File: src/rtl/spi_buffer_swap_ctrl_pkg.sv
// Shared definitions for the SPI/NITTA double-buffer swap controller:
// FSM state encoding, bank index constants and a bank-to-clear-mask helper.
package spi_buffer_swap_ctrl_pkg;

    typedef enum logic [1:0] {
        ST_RUN     = 2'd0,
        ST_PENDING = 2'd1,
        ST_SWAP    = 2'd2
    } state_t;

    localparam logic BANK_A = 1'b0;
    localparam logic BANK_B = 1'b1;

    // One-hot clear mask for a bank index: bank A -> 2'b01, bank B -> 2'b10
    function automatic logic [1:0] bank_mask(input logic bank);
        return (bank == BANK_B) ? 2'b10 : 2'b01;
    endfunction

endpackage

File: src/rtl/sync_edge.sv
// Two-flop synchronizer for an asynchronous level, plus a history flop so
// rising/falling edges of the synchronized level can be detected.
module sync_edge #(
    parameter logic RESET_VAL = 1'b1
) (
    input  logic clk,
    input  logic rst,
    input  logic d,
    output logic q,
    output logic rise,
    output logic fall
);

    logic meta;
    logic q_d;

    // Synchronizer chain and one-cycle history of the synchronized level
    always_ff @(posedge clk or posedge rst) begin
        if (rst) begin
            meta <= RESET_VAL;
            q    <= RESET_VAL;
            q_d  <= RESET_VAL;
        end else begin
            meta <= d;
            q    <= meta;
            q_d  <= q;
        end
    end

    assign rise = q & ~q_d;
    assign fall = ~q & q_d;

endmodule

File: src/rtl/spi_buffer_swap_ctrl.sv
// Double-buffer swap controller between a NITTA processing unit and an SPI
// slave. The NITTA side writes bank_sel, the SPI side uses ~bank_sel. Banks
// are exchanged at a computational-cycle boundary, deferred while an SPI
// transaction is in progress (cs low).
//
// state      | meaning
// -----------+-----------------------------------------------------------
// ST_RUN     | normal operation, waiting for signal_cycle
// ST_PENDING | cycle boundary seen during an SPI transaction, waiting cs high
// ST_SWAP    | one-cycle state in which the exchanged banks take effect
module spi_buffer_swap_ctrl
    import spi_buffer_swap_ctrl_pkg::*;
#(
    parameter  int DATA_WIDTH     = 32,
    parameter  int SPI_DATA_WIDTH = 8,
    parameter  int BUF_SIZE       = 6,
    localparam int BYTES          = DATA_WIDTH / SPI_DATA_WIDTH,
    localparam int BIDX_W         = (BYTES > 1) ? $clog2(BYTES) : 1,
    localparam int CNT_W          = $clog2(BUF_SIZE + 1)
) (
    input  logic              clk,
    input  logic              rst,
    input  logic              signal_cycle,
    input  logic              nitta_wr,
    input  logic              cs,
    input  logic              spi_ready,
    output logic              bank_sel,
    output logic              swap,
    output logic [1:0]        clr_bank,
    output logic [BIDX_W-1:0] byte_idx,
    output logic              word_done,
    output logic [CNT_W-1:0]  spi_word_cnt,
    output logic [CNT_W-1:0]  nitta_word_cnt,
    output logic              flag_start,
    output logic              flag_stop,
    output logic [1:0]        err
);

    localparam logic [BIDX_W-1:0] BYTE_LAST = BIDX_W'(BYTES - 1);
    localparam logic [CNT_W-1:0]  CNT_FULL  = CNT_W'(BUF_SIZE);

    state_t state;
    logic   cs_s;
    logic   cs_rise;
    logic   cs_fall;
    logic   swap_go;
    logic   err_overrun;
    logic   err_overflow;

    // cs idles high, so the synchronizer resets to 1 and no edge follows reset
    sync_edge #(
        .RESET_VAL (1'b1)
    ) u_cs_sync (
        .clk  (clk),
        .rst  (rst),
        .d    (cs),
        .q    (cs_s),
        .rise (cs_rise),
        .fall (cs_fall)
    );

    // A cs_s rising edge implies cs_s=1, so a coincident signal_cycle swaps
    assign swap_go = ((state == ST_RUN) && signal_cycle && cs_s) ||
                     ((state == ST_PENDING) && cs_s);

    assign err = {err_overflow, err_overrun};

    // Swap FSM with registered bank select, swap/clear pulses and pending flag
    always_ff @(posedge clk or posedge rst) begin
        if (rst) begin
            state       <= ST_RUN;
            bank_sel    <= BANK_A;
            swap        <= 1'b0;
            clr_bank    <= 2'b00;
            flag_stop   <= 1'b0;
            err_overrun <= 1'b0;
        end else begin
            swap     <= 1'b0;
            clr_bank <= 2'b00;
            if (swap_go) begin
                state     <= ST_SWAP;
                bank_sel  <= ~bank_sel;
                swap      <= 1'b1;
                clr_bank  <= bank_mask(~bank_sel);
                flag_stop <= 1'b0;
            end else begin
                case (state)
                    ST_RUN: begin
                        if (signal_cycle) begin
                            state     <= ST_PENDING;
                            flag_stop <= 1'b1;
                        end
                    end
                    ST_PENDING: begin
                        if (signal_cycle) begin
                            err_overrun <= 1'b1;
                        end
                    end
                    ST_SWAP: begin
                        state <= ST_RUN;
                    end
                    default: begin
                        state     <= ST_RUN;
                        flag_stop <= 1'b0;
                    end
                endcase
            end
        end
    end

    // SPI byte/word tracking, NITTA write count and the overflow error
    always_ff @(posedge clk or posedge rst) begin
        if (rst) begin
            byte_idx       <= '0;
            word_done      <= 1'b0;
            spi_word_cnt   <= '0;
            nitta_word_cnt <= '0;
            flag_start     <= 1'b0;
            err_overflow   <= 1'b0;
        end else begin
            word_done  <= 1'b0;
            flag_start <= cs_fall;
            if (swap_go) begin
                byte_idx       <= '0;
                spi_word_cnt   <= '0;
                nitta_word_cnt <= nitta_wr ? CNT_W'(1) : '0;
            end else begin
                if (cs_rise) begin
                    byte_idx <= '0;
                end else if (spi_ready && !cs_s) begin
                    if (byte_idx == BYTE_LAST) begin
                        byte_idx  <= '0;
                        word_done <= 1'b1;
                        if (spi_word_cnt != CNT_FULL) begin
                            spi_word_cnt <= spi_word_cnt + 1'b1;
                        end
                    end else begin
                        byte_idx <= byte_idx + 1'b1;
                    end
                end
                if (nitta_wr) begin
                    if (nitta_word_cnt == CNT_FULL) begin
                        err_overflow <= 1'b1;
                    end else begin
                        nitta_word_cnt <= nitta_word_cnt + 1'b1;
                    end
                end
            end
        end
    end

endmodule
File: config.mk
export PLATFORM = sky130hd
export DESIGN_NAME = spi_buffer_swap_ctrl
export DESIGN_NICKNAME = d
export VERILOG_FILES = /design/src/rtl/spi_buffer_swap_ctrl_pkg.sv /design/src/rtl/sync_edge.sv /design/src/rtl/spi_buffer_swap_ctrl.sv
export SDC_FILE = /design/constraint.sdc
export NUM_CORES = 1
export LEC_CHECK = 0
export ABC_AREA = 1
export ABC_CLOCK_PERIOD_IN_PS = 1900
export CAP_MARGIN = 40
export CELL_PAD_IN_SITES_DETAIL_PLACEMENT = 1
export CELL_PAD_IN_SITES_GLOBAL_PLACEMENT = 1
export CORE_ASPECT_RATIO = 1.5
export CORE_MARGIN = 4
export CORE_UTILIZATION = 40
export DETAILED_ROUTE_END_ITERATION = 12
export PLACE_DENSITY = 0.82
export SYNTH_ARGS = -nofsm -noshare
export SYNTH_HDL_FRONTEND = slang
export SYNTH_SLANG_ARGS = --single-unit
File: constraint.sdc
create_clock -name clk -period 1.9 [get_ports clk]
set_input_delay 0.475 -clock clk [delete_from_list [all_inputs] [get_ports clk]]
set_output_delay 0.475 -clock clk [all_outputs]
set_load 0.02 [all_outputs]
==> metrics.csv <==
stage,metric,value,unit
timing,Slew HR,81.02,%
synth,"flops & latches, synth",22,
timing,Total Neg Setup Slack,0,ps
setup_path,WP data required,1420,ps
setup_path,critical path buffer and inverter count,1,
global_routing,met2 usage,26.74,%
route,WL final,2292,um
synth,Mapped Cells,113,
cts,Clock Sinks,22,
global_routing,grt ovf,0,
synth,"Seq/Total Area, Yosys",52.24,%
cts,Skew-Pair Late Insertion Delay,320,ps
setup_path,critical path arrival,1350,ps
route,Initial DRC Count,8,
cells_and_area,Multi-input gate area,405.4,sq um
cells_and_area,Seq. cell area,554.3,sq um
setup_path,crit-path leading delay family,buffers and inverters,
synth,library cells used by synthesis,24,
floorplan,Ports,23,
placement,Post-DP HPWL,1722,um
setup_path,CP max stage delay,620,ps
cells_and_area,layout cells sized above 1,15.33,%
cells_and_area,Final Util,54.00,%
timing,post-route setup slack,73.84,ps
cells_and_area,number of antenna repair diodes,0,
timing,hold slack,368.8,ps
power,P per Cell Area,1297,nW/um^2
timing,RSZ-0062 raised after global routing,no,
floorplan,core area,2505,sq um
cts,worst-case clock buffer depth,2,
timing,setup violators final,0,
global_routing,first-pass GRT wire length,3995,um
global_routing,met3 track demand over resource,3.158,%
cts,CTS HTree Levels,1,
job,maxcap violations,0,
timing,post-route minimum period,1826,ps
placement,Buffers on Ports,22,
setup_path,Critical Path End Type,output pin,
timing,Worst-Margin Slew,284.8,ps
cells_and_area,Layout area overhead,27.48,%
setup_path,CP max-delay cell,clkdlybuf4s50_1,
timing,Fmax,547.6,MHz
power,Static Leakage,0.7608,nW
route,first-pass iteration count of the detailed router,3,
cells_and_area,final net count,151,
global_routing,largest net degree at the start of global routing,23,
cts,CTS buffer count,3,
cells_and_area,Fill cells,278,
cts,root buf cell,clkbuf_4,
timing,period utilization,96.11,%
cts,CTS tree,yes,
synth,post-synth net total,126,
placement,pre-CTS WS,226.2,ps
placement,final weighted congestion in routability-driven placement,0.7576,
route,DRC violations left,0,
placement,DP Cell Count,169,
synth,"Avg Cell Area, Syn",9.390,sq um
timing,Final Max Tran Viols,0,
global_routing,GR peak layer,met2,
setup_path,crit path cell chain,clkdlybuf4s50_1,
setup_path,crit start category,flip-flop,
floorplan,Cell Rows,22,
floorplan,Die Y,71.08,um
global_routing,Total Routing Usage GR,14.65,%
setup_path,peak fanout along the critical path,4,
cts,"Clk pin slew, worst setup/hold paths",130,ps
timing,Final Skew,4.887,ps
cts,cts hold-fix bufs,0,
route,Detail Route Antenna Nets,0,
cells_and_area,most frequent cells in the layout,"nand2_1 (21), dfrtp_1 (19), inv_1 (18), clkdlybuf4s50_1 (17), nor2_1 (12)",
route,wire length per cell,13.25,um
global_routing,initial antenna violation count,0,
synth,Synth Cell Area,1061,sq um
route,Vias,829,
setup_path,critical path type,reg -> out,
synth,Yosys warnings,0,
global_routing,GR Util met1,15.42,%
worst_hold_path,Hold WC Path Type,reg -> reg,
timing,Final Hold Viols,0,
route,routed vias/inst,4.792,
floorplan,chip width,50.05,um
global_routing,vias in the first global route,916,
outcome,outcome,finished clean,
floorplan,Initial Util,42.36,%
cells_and_area,Non-Filler Instances,173,
power,maximum VDD drop,0.0007312,V
floorplan,die area,3557,sq um
cells_and_area,"commonest non-fill, non-tap cell in the layout",nand2_1,
## routing by layer
metal  part of all wire [%]  vias up  routed length (um)
li1                       -      394                   -
met4                    2.6        0                  59
met5                      0        -                   0
met1                     39      407                 893
met3                    3.9        7                  89
met2                     54       21                1248
## per-stage QoR
step	instance area, sq um	power (mW)
floorplan	1061	1.215
global placement	1308	1.459
detailed placement	1308	1.514
CTS	1343	1.784
global route	1353	1.890
finish	1353	1.754
## power breakdown
group / internal (mW) / total (mW) / switching (mW)
Combinational: 0.338 / 0.792 / 0.455
Sequential: 0.594 / 0.694 / 0.101
Clock: 0.117 / 0.267 / 0.150
## cells in the mapped netlist
| library cell | instances | area, sq um |
|---|---|---|
| a21oi_1 | 3 | 15.01 |
| buf_4 | 2 | 15.01 |
| nor2_1 | 12 | 45.04 |
| o21ai_1 | 3 | 15.01 |
| o21ai_0 | 1 | 5.000 |
| dfstp_2 | 3 | 78.83 |
| o21bai_1 | 1 | 7.510 |
| a31o_2 | 1 | 8.760 |
| nor2_4 | 1 | 11.26 |
| nor3_1 | 1 | 5.000 |
| inv_2 | 2 | 7.510 |
| nand2_1 | 21 | 78.83 |
| nand3_2 | 3 | 30.03 |
| dfrtp_1 | 19 | 475.5 |
| inv_1 | 18 | 67.56 |
| ha_1 | 7 | 87.58 |
| o211ai_1 | 1 | 7.510 |
| nand3_1 | 4 | 20.02 |
| buf_6 | 1 | 11.26 |
| nand2_4 | 2 | 22.52 |
| nand2_2 | 2 | 12.51 |
| xor2_1 | 1 | 8.760 |
| nor2_2 | 2 | 12.51 |
| nand4_1 | 2 | 12.51 |
## sequential cells by signal, summed over array words and instances (netlist names), 2 cells and up
| signal | cells |
|---|---|
| state | 2 |
| nitta_word_cnt | 3 |
| clr_bank | 2 |
| spi_word_cnt | 3 |
| byte_idx | 2 |
## cell type report
cell class	instances	share of cell area, %
Sequential cell	22	40.98
Multi-Input combinational cell	68	29.97
Timing Repair Buffer	23	17.48
Inverter	20	5.550
Tap cell	36	3.330
Clock buffer	4	2.683
## repair_timing
| action | in CTS | in global routing |
|---|---|---|
| cloned | 0 | 0 |
| resized for setup | 1 | 4 |
| buffers inserted | 0 | 0 |
| pin swaps | 0 | 0 |
| endpoints found under the hold margin | 0 | 0 |
| setup endpoints to repair | 1 | 4 |
## kinds of logic (layout without fill, tap and decap cells)
logic type / Yosys count / in the layout / synth area share, %
AO/OA/AOI/OAI: 10 / 10 / 5.542
XOR/XNOR: 1 / 1 / 0.8256
adder cells (fa/ha/maj): 7 / 7 / 8.254
buffers and inverters: 23 / 47 / 9.551
flip-flops: 22 / 22 / 52.24
AND/OR/NAND/NOR: 50 / 50 / 23.58
## final timing paths
kind                                startpoint                end  slack (ps)  cells past startpoint
worst max-delay path                  bank_sel           bank_sel          70                      1
worst min-delay path            u_cs_sync.meta        u_cs_sync.q         370                      0
worst max register to register        state[0]          flag_stop         520                      9
worst min register to register  u_cs_sync.meta        u_cs_sync.q         370                      0
max in group asynchronous                  rst      u_cs_sync.q_d        1150                      3
min in group asynchronous                  rst  nitta_word_cnt[2]         470                      3
Note: power is estimated with default switching activity, not from simulation.
